<file path="src/rtl/mac_host_ctrl_if.sv">
// mac_host_ctrl_if
// Bundles every handshake/data signal between the MAC host controller, the
// job requester and the MAC block. clk/rst are kept outside as plain ports.
//
//   job side    : job_val/job_rdy, job_a, job_b,
//                 result_val/result_rdy, result_c, result_err, result_cycles
//   MAC side    : host2block_val/host2block_rdy, a_data_out, b_data_out, a_b_we,
//                 block2host_val/block2host_rdy, c_re, c_data_in
//
// modport master : the controller (mac_host_ctrl)
// modport slave  : the environment (job requester + MAC block)
interface mac_host_ctrl_if #(
    parameter int param_M            = 4,
    parameter int param_K            = 4,
    parameter int param_N            = 4,
    parameter int DATA_WIDTH_INITIAL = 8,
    parameter int DATA_WIDTH_FINAL   = DATA_WIDTH_INITIAL * 2
) ();
    localparam int A_W = param_M * param_K * DATA_WIDTH_INITIAL;
    localparam int B_W = param_K * param_N * DATA_WIDTH_INITIAL;
    localparam int C_W = param_M * param_N * DATA_WIDTH_FINAL;

    logic           job_val;
    logic           job_rdy;
    logic [A_W-1:0] job_a;
    logic [B_W-1:0] job_b;

    logic           host2block_val;
    logic           host2block_rdy;
    logic [A_W-1:0] a_data_out;
    logic [B_W-1:0] b_data_out;
    logic           a_b_we;

    logic           block2host_val;
    logic           block2host_rdy;
    logic           c_re;
    logic [C_W-1:0] c_data_in;

    logic           result_val;
    logic           result_rdy;
    logic [C_W-1:0] result_c;
    logic           result_err;
    logic [15:0]    result_cycles;

    modport master (
        input  job_val, job_a, job_b, host2block_rdy, block2host_val, c_data_in, result_rdy,
        output job_rdy, host2block_val, a_data_out, b_data_out, a_b_we,
               block2host_rdy, c_re, result_val, result_c, result_err, result_cycles
    );

    modport slave (
        output job_val, job_a, job_b, host2block_rdy, block2host_val, c_data_in, result_rdy,
        input  job_rdy, host2block_val, a_data_out, b_data_out, a_b_we,
               block2host_rdy, c_re, result_val, result_c, result_err, result_cycles
    );
endinterface

</file>
<file path="src/rtl/mac_host_ctrl.sv">
// mac_host_ctrl
// Host-side sequencer for a matrix MAC block: accepts one job (A, B), writes
// the operands into the MAC memories, hands the block a load request, waits
// for its completion, reads C back and presents it to the requester together
// with an abort flag and the job latency in cycles.
//
// Ports:
//   clk  : clock, rising edge
//   rst  : synchronous active-high reset
//   bus  : mac_host_ctrl_if.master (job, MAC load/result and response signals)
//
// state   | meaning
// --------+----------------------------------------------------------
// IDLE    | ready for a job; job_rdy=1
// WRITE   | one-cycle a_b_we pulse with the latched A/B
// REQ     | host2block_val=1 until host2block_rdy (or timeout)
// WAIT    | waiting for block2host_val (or timeout)
// READ    | one-cycle c_re pulse
// CAPTURE | C arrives (1-cycle read latency), block2host_rdy=1
// RESP    | result_val=1 until result_rdy
module mac_host_ctrl #(
    parameter int param_M            = 4,
    parameter int param_K            = 4,
    parameter int param_N            = 4,
    parameter int DATA_WIDTH_INITIAL = 8,
    parameter int DATA_WIDTH_FINAL   = DATA_WIDTH_INITIAL * 2,
    parameter int TIMEOUT_CYCLES     = 1024
) (
    input  logic             clk,
    input  logic             rst,
    mac_host_ctrl_if.master  bus
);
    localparam int A_W    = param_M * param_K * DATA_WIDTH_INITIAL;
    localparam int B_W    = param_K * param_N * DATA_WIDTH_INITIAL;
    localparam int C_W    = param_M * param_N * DATA_WIDTH_FINAL;
    localparam int WCNT_W = $clog2(TIMEOUT_CYCLES);
    localparam logic [WCNT_W-1:0] WCNT_LAST = WCNT_W'(TIMEOUT_CYCLES - 1);

    typedef enum logic [2:0] {
        IDLE    = 3'd0,
        WRITE   = 3'd1,
        REQ     = 3'd2,
        WAIT    = 3'd3,
        READ    = 3'd4,
        CAPTURE = 3'd5,
        RESP    = 3'd6
    } state_t;

    state_t             state_q, state_d;
    logic [WCNT_W-1:0]  wcnt_q, wcnt_d;
    logic [15:0]        cyc_q, cyc_d;
    logic [A_W-1:0]     a_q, a_d;
    logic [B_W-1:0]     b_q, b_d;
    logic [C_W-1:0]     c_q, c_d;
    logic               err_q, err_d;

    logic               job_rdy_q, job_rdy_d;
    logic               h2b_val_q, h2b_val_d;
    logic               we_q, we_d;
    logic               b2h_rdy_q, b2h_rdy_d;
    logic               c_re_q, c_re_d;
    logic               res_val_q, res_val_d;

    always_comb begin
        state_d = state_q;
        wcnt_d  = wcnt_q;
        cyc_d   = cyc_q;
        a_d     = a_q;
        b_d     = b_q;
        c_d     = c_q;
        err_d   = err_q;

        // Latency counts every cycle between accept and RESP entry, saturating.
        if ((state_q != IDLE) && (state_q != RESP) && (cyc_q != 16'hFFFF)) begin
            cyc_d = cyc_q + 16'd1;
        end

        case (state_q)
            IDLE: begin
                if (bus.job_val && job_rdy_q) begin
                    a_d     = bus.job_a;
                    b_d     = bus.job_b;
                    cyc_d   = 16'd0;
                    err_d   = 1'b0;
                    state_d = WRITE;
                end
            end
            WRITE: begin
                wcnt_d  = '0;
                state_d = REQ;
            end
            REQ: begin
                // Exit condition is tested first so it beats a same-cycle timeout.
                if (bus.host2block_rdy) begin
                    wcnt_d  = '0;
                    state_d = WAIT;
                end else if (wcnt_q == WCNT_LAST) begin
                    err_d   = 1'b1;
                    c_d     = '0;
                    state_d = RESP;
                end else begin
                    wcnt_d = wcnt_q + WCNT_W'(1);
                end
            end
            WAIT: begin
                if (bus.block2host_val) begin
                    state_d = READ;
                end else if (wcnt_q == WCNT_LAST) begin
                    err_d   = 1'b1;
                    c_d     = '0;
                    state_d = RESP;
                end else begin
                    wcnt_d = wcnt_q + WCNT_W'(1);
                end
            end
            READ: begin
                state_d = CAPTURE;
            end
            CAPTURE: begin
                c_d     = bus.c_data_in;
                state_d = RESP;
            end
            RESP: begin
                if (bus.result_rdy) begin
                    state_d = IDLE;
                end
            end
            default: begin
                state_d = IDLE;
            end
        endcase

        // Outputs are a function of the next state only, then registered.
        job_rdy_d = (state_d == IDLE);
        we_d      = (state_d == WRITE);
        h2b_val_d = (state_d == REQ);
        c_re_d    = (state_d == READ);
        b2h_rdy_d = (state_d == CAPTURE);
        res_val_d = (state_d == RESP);
    end

    always_ff @(posedge clk) begin
        if (rst) begin
            state_q   <= IDLE;
            wcnt_q    <= '0;
            cyc_q     <= 16'd0;
            a_q       <= '0;
            b_q       <= '0;
            c_q       <= '0;
            err_q     <= 1'b0;
            job_rdy_q <= 1'b1;
            we_q      <= 1'b0;
            h2b_val_q <= 1'b0;
            c_re_q    <= 1'b0;
            b2h_rdy_q <= 1'b0;
            res_val_q <= 1'b0;
        end else begin
            state_q   <= state_d;
            wcnt_q    <= wcnt_d;
            cyc_q     <= cyc_d;
            a_q       <= a_d;
            b_q       <= b_d;
            c_q       <= c_d;
            err_q     <= err_d;
            job_rdy_q <= job_rdy_d;
            we_q      <= we_d;
            h2b_val_q <= h2b_val_d;
            c_re_q    <= c_re_d;
            b2h_rdy_q <= b2h_rdy_d;
            res_val_q <= res_val_d;
        end
    end

    assign bus.job_rdy        = job_rdy_q;
    assign bus.a_b_we         = we_q;
    assign bus.a_data_out     = a_q;
    assign bus.b_data_out     = b_q;
    assign bus.host2block_val = h2b_val_q;
    assign bus.c_re           = c_re_q;
    assign bus.block2host_rdy = b2h_rdy_q;
    assign bus.result_val     = res_val_q;
    assign bus.result_c       = c_q;
    assign bus.result_err     = err_q;
    // Only advances before RESP, so it is stable while result_val is high.
    assign bus.result_cycles  = cyc_q;

endmodule

</file>
<file path="src/flat_wrapper.sv">
// flat-port wrapper written by rule: the top's interface ports become plain ports
module mac_host_ctrl_flat 
#(
    parameter int param_M            = 4,
    parameter int param_K            = 4,
    parameter int param_N            = 4,
    parameter int DATA_WIDTH_INITIAL = 8,
    parameter int DATA_WIDTH_FINAL   = DATA_WIDTH_INITIAL * 2,
    parameter int TIMEOUT_CYCLES     = 1024
)
  (clk, rst, bus_job_val, bus_job_a, bus_job_b, bus_host2block_rdy, bus_block2host_val, bus_c_data_in, bus_result_rdy, bus_job_rdy, bus_host2block_val, bus_a_data_out, bus_b_data_out, bus_a_b_we, bus_block2host_rdy, bus_c_re, bus_result_val, bus_result_c, bus_result_err, bus_result_cycles);
  mac_host_ctrl_if #(.param_M(param_M), .param_K(param_K), .param_N(param_N), .DATA_WIDTH_INITIAL(DATA_WIDTH_INITIAL), .DATA_WIDTH_FINAL(DATA_WIDTH_FINAL)) bus_i ();
  input  logic clk;
  input  logic rst;
  input wire logic [$bits(bus_i.job_val)-1:0] bus_job_val;
  input wire logic [$bits(bus_i.job_a)-1:0] bus_job_a;
  input wire logic [$bits(bus_i.job_b)-1:0] bus_job_b;
  input wire logic [$bits(bus_i.host2block_rdy)-1:0] bus_host2block_rdy;
  input wire logic [$bits(bus_i.block2host_val)-1:0] bus_block2host_val;
  input wire logic [$bits(bus_i.c_data_in)-1:0] bus_c_data_in;
  input wire logic [$bits(bus_i.result_rdy)-1:0] bus_result_rdy;
  output wire logic [$bits(bus_i.job_rdy)-1:0] bus_job_rdy;
  output wire logic [$bits(bus_i.host2block_val)-1:0] bus_host2block_val;
  output wire logic [$bits(bus_i.a_data_out)-1:0] bus_a_data_out;
  output wire logic [$bits(bus_i.b_data_out)-1:0] bus_b_data_out;
  output wire logic [$bits(bus_i.a_b_we)-1:0] bus_a_b_we;
  output wire logic [$bits(bus_i.block2host_rdy)-1:0] bus_block2host_rdy;
  output wire logic [$bits(bus_i.c_re)-1:0] bus_c_re;
  output wire logic [$bits(bus_i.result_val)-1:0] bus_result_val;
  output wire logic [$bits(bus_i.result_c)-1:0] bus_result_c;
  output wire logic [$bits(bus_i.result_err)-1:0] bus_result_err;
  output wire logic [$bits(bus_i.result_cycles)-1:0] bus_result_cycles;
  assign bus_i.job_val = bus_job_val;
  assign bus_i.job_a = bus_job_a;
  assign bus_i.job_b = bus_job_b;
  assign bus_i.host2block_rdy = bus_host2block_rdy;
  assign bus_i.block2host_val = bus_block2host_val;
  assign bus_i.c_data_in = bus_c_data_in;
  assign bus_i.result_rdy = bus_result_rdy;
  assign bus_job_rdy = bus_i.job_rdy;
  assign bus_host2block_val = bus_i.host2block_val;
  assign bus_a_data_out = bus_i.a_data_out;
  assign bus_b_data_out = bus_i.b_data_out;
  assign bus_a_b_we = bus_i.a_b_we;
  assign bus_block2host_rdy = bus_i.block2host_rdy;
  assign bus_c_re = bus_i.c_re;
  assign bus_result_val = bus_i.result_val;
  assign bus_result_c = bus_i.result_c;
  assign bus_result_err = bus_i.result_err;
  assign bus_result_cycles = bus_i.result_cycles;
  mac_host_ctrl #(.param_M(param_M), .param_K(param_K), .param_N(param_N), .DATA_WIDTH_INITIAL(DATA_WIDTH_INITIAL), .DATA_WIDTH_FINAL(DATA_WIDTH_FINAL), .TIMEOUT_CYCLES(TIMEOUT_CYCLES)) u_core (.clk(clk), .rst(rst), .bus(bus_i));
endmodule
</file>
<file path="config.mk">
export PLATFORM = sky130hd
export DESIGN_NAME = mac_host_ctrl_flat
export DESIGN_NICKNAME = d
export VERILOG_FILES = /design/src/rtl/mac_host_ctrl_if.sv /design/src/rtl/mac_host_ctrl.sv /design/src/flat_wrapper.sv
export SDC_FILE = /design/constraint.sdc
export NUM_CORES = 1
export LEC_CHECK = 0
export BUFFER_PORTS_ARGS = -buffer_cell sky130_fd_sc_hd__buf_2
export CORE_AREA = 2 2 414 416
export CTS_BUF_LIST = sky130_fd_sc_hd__clkbuf_4
export DETAILED_ROUTE_END_ITERATION = 6
export DIE_AREA = 0 0 416 418
export SLEW_MARGIN = 20
export SYNTH_ARGS = -nofsm -noshare
export SYNTH_HDL_FRONTEND = slang
export SYNTH_SLANG_ARGS = --single-unit
</file>
<file path="constraint.sdc">
create_clock -name clk -period 3.9 [get_ports clk]
set_input_delay 0.78 -clock clk [delete_from_list [all_inputs] [get_ports clk]]
set_output_delay 0.78 -clock clk [all_outputs]
set_load 0.03 [all_outputs]
</file>
== After elaboration in Yosys (flattened, before gate mapping) ==
Index checks and enable logic that the tools add are counted.
Word-level totals
  output and inout port bits: 535
  register bits after elaboration: 548
  bits in writable memories: 0
  memory bits (read-only): 0
  logic and storage cells: 67
  latch bits: 0
  memories: 0
  input bits: 518
Operators by class
  bitwise operators: 0
  div/mod/pow operators: 0
  $add $sub $neg: 2
  equality and inequality tests: 17
  magnitude comparators: 0
  multipliers: 0
  shift operators: 0
  muxes and demuxes: 22
  reduce and logical (&&, ||, !) cells: 13
Operators by type and width (count)
  $mux 256: 3
  $pmux 256 s3: 1
  $mux 16: 3
  $mux 10: 3
  $pmux 10 s3: 1
  $pmux 3 s7: 1
  $eq 3x3->1 const B: 6
  $add 16x1->16 const B: 1
  $ne 16x16->1 const B: 1
  $mux 3: 5
  $reduce_bool 3->1: 4
  $add 10x1->10 const B: 1
  $eq 10x10->1 const B: 1
  $eq 3x2->1 const B: 3
  $eq 3x1->1 const B: 2
  $logic_not 3->1: 2
  $mux 1: 4
  $ne 2x2->1 const B: 2
  $reduce_and 2->1: 2
  $reduce_and 4->1: 1
  $logic_and 1x1->1: 3
  $ne 3x3->1 const B: 1
  $pmux 1 s3: 1
  $reduce_and 3->1: 1
  $ne 2x1->1 const B: 1

== Logic depth before layout (Yosys ltp) ==
  depth in word-level cells: 6
  gate-level depth with buffers: 9
  depth with buffers taken out: 5

== Least setup slack after synthesis ==
OpenSTA, ideal clock, no wires.
  path kind: input to register
  start: in bus_host2block_rdy
  end: reg u_core.c_q[215] (netlist: u_core.bus.result_c[215])
  slack: 1.893 ns
  stages on the path: 6
  path buffers: 2
  library setup time: 0.117 ns
  data required time: 3.783 ns
  data arrival time: 1.890 ns
  path through: nor2b_1 > nor3_1 > a311oi_1 > buf_2 > buf_2 > a22o_1
On the way
  word-level cells in the longest chain between the ends: 2
RTL lines
  start: declaration: line flat_wrapper.sv:18  | input wire logic [$bits(bus_i.host2block_rdy)-1:0] bus_host2block_rdy;
  $ne 2x2->1 (no source line)
  $reduce_and 3->1 (no source line)
  end signal: assignment: line mac_host_ctrl.sv:149  | c_q <= '0;
  end signal: assignment: line mac_host_ctrl.sv:163  | c_q <= c_d;
  end: declaration: line mac_host_ctrl.sv:54  | logic [C_W-1:0] c_q, c_d;
No other way between the ends.
A chain may end at the register's enable or synchronous reset.

== Worst setup path in the final report ==
  start: reg u_core.state_q[0]
  end: reg u_core.b_q[51] (netlist: u_core.bus.b_data_out[51])
On the way
  word-level cells in the longest chain between the ends: 2
RTL lines
  start: declaration: line mac_host_ctrl.sv:49  | state_t state_q, state_d;
  start signal: assignment: line mac_host_ctrl.sv:158  | state_q <= state_d;
  $logic_not 3->1: line mac_host_ctrl.sv:78  | case (state_q)
  $reduce_and 2->1 (no source line)
  end signal: assignment: line mac_host_ctrl.sv:148  | b_q <= '0;
  end signal: assignment: line mac_host_ctrl.sv:162  | b_q <= b_d;
  end: declaration: line mac_host_ctrl.sv:53  | logic [B_W-1:0] b_q, b_d;
No other way between the ends.

==> results.tsv <==
metric	value	unit
status	completed	
initial_utilization	0.108	
pwr-share-clk	0.383	
die-area	174000	um^2
power.switching	5.11	mW
startpoint_type	register	
critical_path_required	4990	ps
gr-total-overflow	0	
viasPerCell	3.80	
grtUsageTotal	0.156	
die_x	416	um
cpMaxStageDelayCell	dfxtp_1	
synthArstFlopShare	0	
clock-sinks	548	
detail_route.wl_per_cell	24.2	um
grt_antenna_before_repair	77	
synth_warnings	0	
drv_slew	0	
synthTopCellsByArea	dfxtp_1 (60%), a22o_1 (12%), nand2_1 (11%), a21oi_1 (7.6%), buf_2 (1.7%)	
drt_iter0_markers	2101	
clock_path_buffers	3	
p_seq_frac	0.412	
cts_tree	yes	
drcViolationCount	0	
cts_setup_buffers	0	
p_sw_frac	0.347	
synth_nets	2421	
yosys.area.top_type_share	0.598	
crit_path_max_incr_delay	730	ps
comb_power_share	0.205	
portBuffers	1052	
avgSynthCellArea	9.65	um^2
globalplace.congestion	0.955	
cp.arrival	4300	ps
rsz0062_at_grt	false	
die_h	418	um
yosys.area.top_type	dfxtp_1	
cp-end-kind	register	
vdd_drop_max	0.000258	V
yosys.cell_types.count	50	
cts-root-buf	clkbuf_4	
numCtsBuffers	160	
hold_slack	365	ps
p_leak	14.9	nW
setup_viol	0	
hold_viol_final	0	
fin_tns_setup	0	ps
synth_common_cells	dfxtp_1 (548), nand2_1 (532), a21oi_1 (280)	
io_pins	1053	
relSlewSlack	0.441	
core_area	169000	um^2
synth-main-ff-cell	dfxtp_1	
power.total	14.7	mW
synthCells	1901	
htree_levels	4	
yosysMostFrequentCell	dfxtp_1	
finalCritPeriodShare	0.823	
rows	151	
antenna_left	0	
drtPass1Iterations	6	
worstSetupPathType	register to register	
holdCritPathClass	input port to register	
synthesis.area	18300	um^2
clkTransAtPathRegs	70	ps
crit_chain	or2_1, or3_4, buf_4, nand2_1, a21oi_1, dlygate4sd3_1	
first_global_vias	21900	
p_per_area	443	nW/um^2
grt_pass1_wl	186000	um
drive_above_1_share	0.367	
worst_slew_pin_slew	838	ps
via_count	22400	
hpwlAfterDp	113000	um
syn2layout_area_growth	81.4	%
synth-edff-count	0	
clock_skew	82.1	ps
crit_family	simple AND/OR/NAND/NOR gates	
drt-total-wl	143000	um
min_period	3210	ps
r2r_setup_slack	690	ps
cp_max_fo	58	
insertion_delay	1170	ps
fmax	0.312	GHz
grt_max_degree	129	
ys_seq_area_frac	0.598	
cap_violations	0	
synth_seq_cells	548	
p_int	9.63	mW
nNetsFinal	4035	
cp_num_buf_inv	2	
cells in the final DEF (no fill, tap or decap), types with 16 or more instances in the layout:
cell           count
diode_2           45
clkbuf_4         218
dlygate4sd3_1    529
a22o_1           256
buf_4             16
nand2_1          532
buf_2           1051
dfxtp_1          548
clkinv_1          32
a21oi_1          280
repair_timing:
action / CTS / global route
hold endpoints to repair: 523 / 0
endpoints found under the setup margin: 0 / 0
hold buffers: 529 / 0
gates resized for setup: 0 / 0
cell families after synthesis:
kind of cell             share of synthesized area
AO/OA/AOI/OAI                                0.214
flip-flops                                   0.598
XOR/XNOR                                  0.000887
AND/OR/NAND/NOR                              0.136
buffers and inverters                       0.0473
multiplexers                               0.00273
adder cells (fa/ha/maj)                    0.00136
cell type report:
type	count	area [um^2]
flip-flops and latches	548	11000
multi-input cells	1193	6540
well taps	2218	2780
inverters	7	26.3
diodes	45	113
fillers	18700	136000
repair buffers	1605	10900
clock inverters	60	362
clock buffers	218	1640
worst register-to-register path, cell delays in order, from the launching register on:
cell,delay [ps]
dfxtp_1,730
or2_1,360
or3_4,720
buf_4,500
nand2_1,130
a21oi_1,140
dlygate4sd3_1,550
stage by stage:
step	utilization	area [um^2]	worst slack, ps	cells
detailed placement	0.153	25900	1120	5042
global placement	0.153	25900	1140	5042
CTS	0.196	33200	728	5849
global route	0.197	33200	553	5882
floorplan	-	18300	1890	1901
finish	0.197	33300	692	5894
worst paths after layout:
kind	endpoint	cells past startpoint	from
hold reg to reg	u_core.bus.b_data_out[62]$_SDFFE_PP0P_	2	u_core.bus.b_data_out[62]$_SDFFE_PP0P_
setup / recovery	u_core.bus.b_data_out[51]$_SDFFE_PP0P_	6	u_core.state_q[0]$_SDFF_PP0_
setup reg to reg	u_core.bus.b_data_out[51]$_SDFFE_PP0P_	6	u_core.state_q[0]$_SDFF_PP0_
hold / removal	u_core.bus.result_c[105]$_SDFFE_PP0P_	3	bus_c_data_in[105]
routing by layer:
metal	vias up	track usage	wire [um]	share of wire
li1	9985	-	-	-
met4	24	0.0725	5320	0.037
met3	280	0.0758	17200	0.12
met2	1348	0.231	62400	0.44
met1	10800	0.188	57300	0.40
met5	-	0.00972	386	0.0027
state kept, by name, summed over array words and instances (netlist names), 3 cells and up:
register and flops:
u_core.bus.a_data_out 128, u_core.bus.b_data_out 128, u_core.bus.result_c 256, u_core.bus.result_cycles 16, u_core.state_q 3, u_core.wcnt_q 10
power groups by stage:
stage	clock network [mW]	registers, mW	logic, mW
final	5.65	6.07	3.01
after global routing	6.14	6.10	3.20
after CTS	5.89	6.07	3.05
after detailed placement	0	6.19	2.52
after global placement	0	6.17	2.51
after floorplan	0	6.75	0.866
Note: power is estimated with default switching activity, not from simulation.
